$ cat config.mk
export PLATFORM = sky130hd
export DESIGN_NAME = fpu_addsub_issue_ctrl
export DESIGN_NICKNAME = d
export VERILOG_FILES = /design/src/rtl/fpu_addsub_pkg.sv /design/src/rtl/fpu_watchdog_cnt.sv /design/src/rtl/fpu_addsub_issue_ctrl.sv
export SDC_FILE = /design/constraint.sdc
export NUM_CORES = 1
export LEC_CHECK = 0
export CAP_MARGIN = 10
export CORE_AREA = 2 2 155 157
export CTS_BUF_LIST = sky130_fd_sc_hd__clkbuf_4 sky130_fd_sc_hd__clkbuf_8
export CTS_CLUSTER_DIAMETER = 150
export DETAILED_ROUTE_END_ITERATION = 7
export DIE_AREA = 0 0 157 159
export GPL_TIMING_DRIVEN = 0
export PLACE_DENSITY = 0.71
export SYNTH_ARGS = -nofsm -noshare
export SYNTH_HDL_FRONTEND = slang
export SYNTH_HIERARCHICAL = 1
export SYNTH_SLANG_ARGS = --single-unit
$ cat constraint.sdc
create_clock -name clk -period 15.5 [get_ports clk]
set_input_delay 2.325 -clock clk [delete_from_list [all_inputs] [get_ports clk]]
set_output_delay 2.325 -clock clk [all_outputs]
set_load 0.005 [all_outputs]
$ cat src/rtl/fpu_addsub_pkg.sv
`default_nettype none
// ============================================================================
// fpu_addsub_pkg : state encoding and size defaults for the add/sub issue ctrl
// Rev 1.0
// ============================================================================
package fpu_addsub_pkg;

  localparam int W_SP            = 32;
  localparam int W_DP            = 64;
  localparam int TIMEOUT_CYC_DEF = 256;

  typedef enum logic [2:0] {
    IDLE    = 3'd0,
    LAUNCH  = 3'd1,
    WAIT    = 3'd2,
    RELEASE = 3'd3,
    DONE    = 3'd4
  } state_e;

endpackage
`default_nettype wire

$ cat src/rtl/fpu_watchdog_cnt.sv
`default_nettype none
// ============================================================================
// fpu_watchdog_cnt : clearable saturating up-counter with terminal-count flag
// Rev 1.0
// ============================================================================
module fpu_watchdog_cnt #(
  parameter int CNT_W  = 9,
  parameter int TC_VAL = 255
) (
  input  logic clk,
  input  logic rst,
  input  logic clr_i,
  input  logic inc_i,
  output logic tc_o
);

  localparam logic [CNT_W-1:0] c_tc_val = CNT_W'(TC_VAL);

  logic [CNT_W-1:0] cnt_q, cnt_d;

  always_comb begin
    cnt_d = cnt_q;
    if (clr_i) begin
      cnt_d = '0;
    end else if (inc_i && (cnt_q != '1)) begin
      cnt_d = cnt_q + CNT_W'(1);
    end
  end

  always_ff @(posedge clk or posedge rst) begin
    if (rst) begin
      cnt_q <= '0;
    end else begin
      cnt_q <= cnt_d;
    end
  end

  assign tc_o = (cnt_q == c_tc_val);

endmodule
`default_nettype wire

$ cat src/rtl/fpu_addsub_issue_ctrl.sv
`default_nettype none
// ============================================================================
// fpu_addsub_issue_ctrl : valid/ready front-end and result capture around the
//                         add/subtract core, with a watchdog abort.
// Rev 1.0
// ============================================================================
module fpu_addsub_issue_ctrl
  import fpu_addsub_pkg::*;
#(
  parameter int W           = W_DP,
  parameter int TIMEOUT_CYC = TIMEOUT_CYC_DEF,
  parameter int CNT_W       = 9
) (
  input  logic         clk,
  input  logic         rst,
  input  logic         in_valid,
  output logic         in_ready,
  input  logic [W-1:0] in_x,
  input  logic [W-1:0] in_y,
  input  logic         in_add_subt,
  input  logic [1:0]   in_r_mode,
  output logic         core_beg_FSM,
  output logic         core_rst_FSM,
  output logic [W-1:0] core_Data_X,
  output logic [W-1:0] core_Data_Y,
  output logic         core_add_subt,
  output logic [1:0]   core_r_mode,
  input  logic         core_ready,
  input  logic [W-1:0] core_result,
  input  logic         core_overflow,
  input  logic         core_underflow,
  output logic         out_valid,
  input  logic         out_ready,
  output logic [W-1:0] out_result,
  output logic         out_overflow,
  output logic         out_underflow,
  output logic         out_timeout
);

  state_e         state_q, state_d;
  logic           beg_q, beg_d, rstf_q, rstf_d;
  logic [W-1:0]   x_q, x_d, y_q, y_d, res_q, res_d;
  logic           op_q, op_d, ov_q, ov_d, un_q, un_d, to_q, to_d;
  logic [1:0]     rm_q, rm_d;
  logic           wd_tc;

  fpu_watchdog_cnt #(
    .CNT_W  (CNT_W),
    .TC_VAL (TIMEOUT_CYC - 1)
  ) u_watchdog (
    .clk   (clk),
    .rst   (rst),
    .clr_i (state_q == LAUNCH),
    .inc_i (state_q == WAIT),
    .tc_o  (wd_tc)
  );

  always_comb begin
    state_d = state_q;
    beg_d   = 1'b0;
    rstf_d  = 1'b0;
    x_d     = x_q;
    y_d     = y_q;
    op_d    = op_q;
    rm_d    = rm_q;
    res_d   = res_q;
    ov_d    = ov_q;
    un_d    = un_q;
    to_d    = to_q;
    case (state_q)
      IDLE: begin
        if (in_valid) begin
          x_d     = in_x;
          y_d     = in_y;
          op_d    = in_add_subt;
          rm_d    = in_r_mode;
          // a core already reporting ready is stale: skip the start pulse
          beg_d   = !core_ready;
          state_d = LAUNCH;
        end
      end
      LAUNCH: begin
        if (core_ready) begin
          res_d   = '0;
          ov_d    = 1'b0;
          un_d    = 1'b0;
          to_d    = 1'b1;
          rstf_d  = 1'b1;
          state_d = RELEASE;
        end else begin
          state_d = WAIT;
        end
      end
      WAIT: begin
        if (core_ready) begin
          res_d   = core_result;
          ov_d    = core_overflow;
          un_d    = core_underflow;
          to_d    = 1'b0;
          rstf_d  = 1'b1;
          state_d = RELEASE;
        end else if (wd_tc) begin
          res_d   = '0;
          ov_d    = 1'b0;
          un_d    = 1'b0;
          to_d    = 1'b1;
          rstf_d  = 1'b1;
          state_d = RELEASE;
        end
      end
      RELEASE: begin
        // core_ready is still the old level while rst_FSM is being driven
        if (!rstf_q && !core_ready) begin
          state_d = DONE;
        end
      end
      DONE: begin
        if (out_ready) begin
          state_d = IDLE;
        end
      end
      default: state_d = IDLE;
    endcase
  end

  always_ff @(posedge clk or posedge rst) begin
    if (rst) begin
      state_q <= IDLE;
      beg_q   <= 1'b0;
      rstf_q  <= 1'b0;
      x_q     <= '0;
      y_q     <= '0;
      op_q    <= 1'b0;
      rm_q    <= 2'b00;
      res_q   <= '0;
      ov_q    <= 1'b0;
      un_q    <= 1'b0;
      to_q    <= 1'b0;
    end else begin
      state_q <= state_d;
      beg_q   <= beg_d;
      rstf_q  <= rstf_d;
      x_q     <= x_d;
      y_q     <= y_d;
      op_q    <= op_d;
      rm_q    <= rm_d;
      res_q   <= res_d;
      ov_q    <= ov_d;
      un_q    <= un_d;
      to_q    <= to_d;
    end
  end

  assign in_ready      = (state_q == IDLE);
  assign out_valid     = (state_q == DONE);
  assign core_beg_FSM  = beg_q;
  assign core_rst_FSM  = rstf_q;
  assign core_Data_X   = x_q;
  assign core_Data_Y   = y_q;
  assign core_add_subt = op_q;
  assign core_r_mode   = rm_q;
  assign out_result    = res_q;
  assign out_overflow  = ov_q;
  assign out_underflow = un_q;
  assign out_timeout   = to_q;

endmodule
`default_nettype wire

==> summary.txt <==
Job
  – Number of violations of the max-capacitance limit: 0

Critical path
  – WP data required: 13.18 ns
  – Kind of end point of the critical path: primary output
  – CP startpoint kind: register
  – Arrival time of data at the critical path endpoint: 1.86 ns
  – Crit path kind: register to primary output
  – Delay of the slowest cell on the worst path: 0.56 ns
  – Standard cell with the maximum stage delay on the critical path: clkdlybuf4s50_1
  – Critical-path cell list: buf_2 -> nor3_1 -> clkdlybuf4s50_1
  – Biggest fanout along the worst timing path: 10

Clock network
  – Clock latency on the worst-skew pair: 0.51 ns
  – Setup Fix Bufs, Post-CTS: 0
  – Clock root buffer: clkbuf_8
  – Hold buffer count at cts: 0
  – Number of buffers on the longest clock path: 3
  – Total clock sinks: 212
  – Number of gates resized after cts: 0
  – CTS tree: yes
  – Maximum level of the CTS H-tree: 2
  – Clock transition at path regs: 0.05 ns
  – Number of buffers added by the clock tree synthesis step: 40

Logic synthesis
  – Fraction of synthesized cell area in xor and xnor cells: 0.00322
  – Count of different cell masters after synthesis: 34
  – Dominant cells by area after synthesis: dfrtp_1 (65%), mux2_2 (18%), a32o_1 (8.1%)
  – Area of the mapped netlist: 0.00816 mm2
  – Post-synthesis cell type with the largest combined area: dfrtp_1
  – Fraction of post-synthesis cell area in the top cell type by area: 0.650
  – Synth Register Bits: 212
  – Share of synthesized area occupied by flip-flops and latches: 0.650
  – Synth async-reset ratio: 1.00
  – Commonest cells in the netlist: dfrtp_1 (212), mux2_2 (131), a32o_1 (66), buf_6 (13), buf_2 (12)
  – EDFF count, synth: 0
  – Main synth FF type: dfrtp_1
  – Dominant cell by count in the synthesized netlist: dfrtp_1
  – Basic-gate share of the synthesized area counting and, or, nand and nor cells: 0.0274
  – Net count after synthesis: 726
  – Proportion of synthesized area in mux cells: 0.182
  – Post-synthesis adder-cell area fraction: 0.00460
  – Complex-gate fraction of the synthesized area: 0.0938
  – Synthesis Warnings: 6
  – Synth Instances: 521
  – Dominant combinational cell family by area after synthesis: multiplexers
  – Syn avg cell area: 15.7 um2

Cells and area
  – Total non-filler cell area in the finished layout: 0.0134 mm2
  – Share of layout cells above drive strength 1: 0.232
  – Final design utilization: 0.579
  – Antenna diode count: 0
  – Nets@finish: 1,172
  – Fin cells: 1,309
  – Area added between synthesis and finish: 64.4%

STA
  – RSZ-0062 raised after global routing: false
  – Setup skew after layout: 0.0162 ns
  – Period minus WS final: 4.19 ns
  – Final period util: 0.270
  – Sum Neg Setup Slack: 0 ns
  – Slew margin rel.: 0.517
  – Slew Limit Fails: 0
  – Final Hold Viols: 0
  – Slew at the pin closest to its max-slew limit: 0.725 ns
  – Final number of setup-violating endpoints: 0
  – Max frequency: 239 MHz

Die
  – Ports placed on the boundary: 404
  – Number of core rows: 56
  – Die width: 157 um
  – Core Footprint: 0.0232 mm2
  – Die Y: 159 um
  – Overall die area: 0.0250 mm2
  – Initial cell density of the core: 0.352

Pwr
  – P_leak: 5.58 nW
  – Worst voltage drop across the vdd grid: 0.0962 mV
  – Total power draw: 0.00260 W
  – Pwr per Cell Area: 194 mW/mm2

Placed design
  – RD Place Congestion: 0.778
  – Cell area reported after detailed placement: 0.0126 mm2
  – Post-Place Cells: 1,244
  – Post-detail-place hpwl: 17.9 mm
  – Port Buffer Count: 403

Global routing
  – Maximum number of pins on one net before global-route repair: 107
  – Initial antenna violation count: 0
  – First-pass GRT wire length: 37.2 mm
  – GRT Total Usage: 0.191
  – Total congestion overflow after global routing: 0
  – Vias in the first global route: 6,477

Drt
  – Antenna-violating nets left: 0
  – Number of DRC markers in iteration 0: 237
  – Routed vias/inst: 4.76
  – # DRC: 0
  – Routed via count: 6,234
  – Detailed-routing iteration count for the pre-antenna-repair pass: 4
  – Final wirelength: 24.2 mm
  – Routed WL per cell: 18.5 um

Status
  – Status: complete, no violations

Min path
  – Tightest Hold Check Type: register to register
## layout make-up
type	count	area, um2
fillers	1911	9770
clock inverters	2	35.0
well taps	319	399
repair buffers	404	4060
inverters	8	37.5
multi-input cells	259	2540
flip-flops and latches	212	5310
clock buffers	63	754
plain buffers	42	289
## stage by stage
stage / hold WS [ns] / worst slack (ns)
finish: 0.501 / 11.31
global route: 0.514 / 11.18
CTS: 0.506 / 11.27
detailed placement: 0.494 / 11.30
global placement: 0.488 / 4.60
floorplan: 0.505 / 7.64
## worst max-delay path: cells and delay by family (launching register included)
family                 cells  cell delay (ns)
DFF                        1             0.38
buffers and inverters      2             0.74
and+or+nand+nor            1             0.24
## state kept, by name, indices dropped and copies added, names as in the netlist, 2 cells and up
signal / cells
core_Data_X: 64
core_Data_Y: 64
core_r_mode: 2
out_result: 64
state_q: 3
u_watchdog/cnt_q: 9
## report_power, final
| part | internal, W | switching, W |
|---|---|---|
| logic | 0.000743 | 0.000375 |
| registers | 0.000815 | 0.000130 |
| clock network | 0.000321 | 0.000218 |
## metal layers
layer,vias up,part of all wire,GRT usage
li1,2840,-,-
met1,3074,0.38,0.219
met2,268,0.50,0.329
met3,52,0.088,0.0618
met4,0,0.031,0.0730
met5,-,0,0
## final timing paths
check                                     from                  end  slack [ns]  cells past startpoint
hold reg to reg                core_Data_Y[47]      core_Data_Y[47]        0.50                      1
hold / removal                 core_Data_Y[47]      core_Data_Y[47]        0.50                      1
min in group asynchronous                  rst  u_watchdog/cnt_q[4]        2.25                      2
setup reg to reg           u_watchdog/cnt_q[0]        out_result[1]       13.13                      8
max in group asynchronous                  rst      core_Data_Y[10]       12.17                      3
setup / recovery                    state_q[1]             in_ready       11.31                      3
## logic make-up after synthesis
| kind of cell | after synthesis |
|---|---|
| xor gates and xnor gates | 3 |
| buffers and inverters | 50 |
| and+or+nand+nor | 37 |
| adders and majority gates | 3 |
| DFF | 212 |
| AOI/OAI and AO/OA | 84 |
| muxes | 132 |
## placed cells by master, fill, tap and decap left out, drive strengths merged
cell,instances
buf,32
nand4b,2
nor2b,2
mux2i,1
or3,3
and2,2
bufinv,1
o32ai,1
a32o,66
a21oi,8
nand3,4
ha,3
or4,3
dfrtp,212
a211oi,1
or3b,1
clkinv,1
nor3b,1
mux2,131
nor2,8
nand4,1
o31ai,3
nand2b,2
nand2,3
xnor2,3
a31oi,1
clkdlybuf4s50,403
nor3,4
inv,8
clkbuf,74
nand3b,1
o21ai,4
Note: power is estimated with default switching activity, not from simulation.
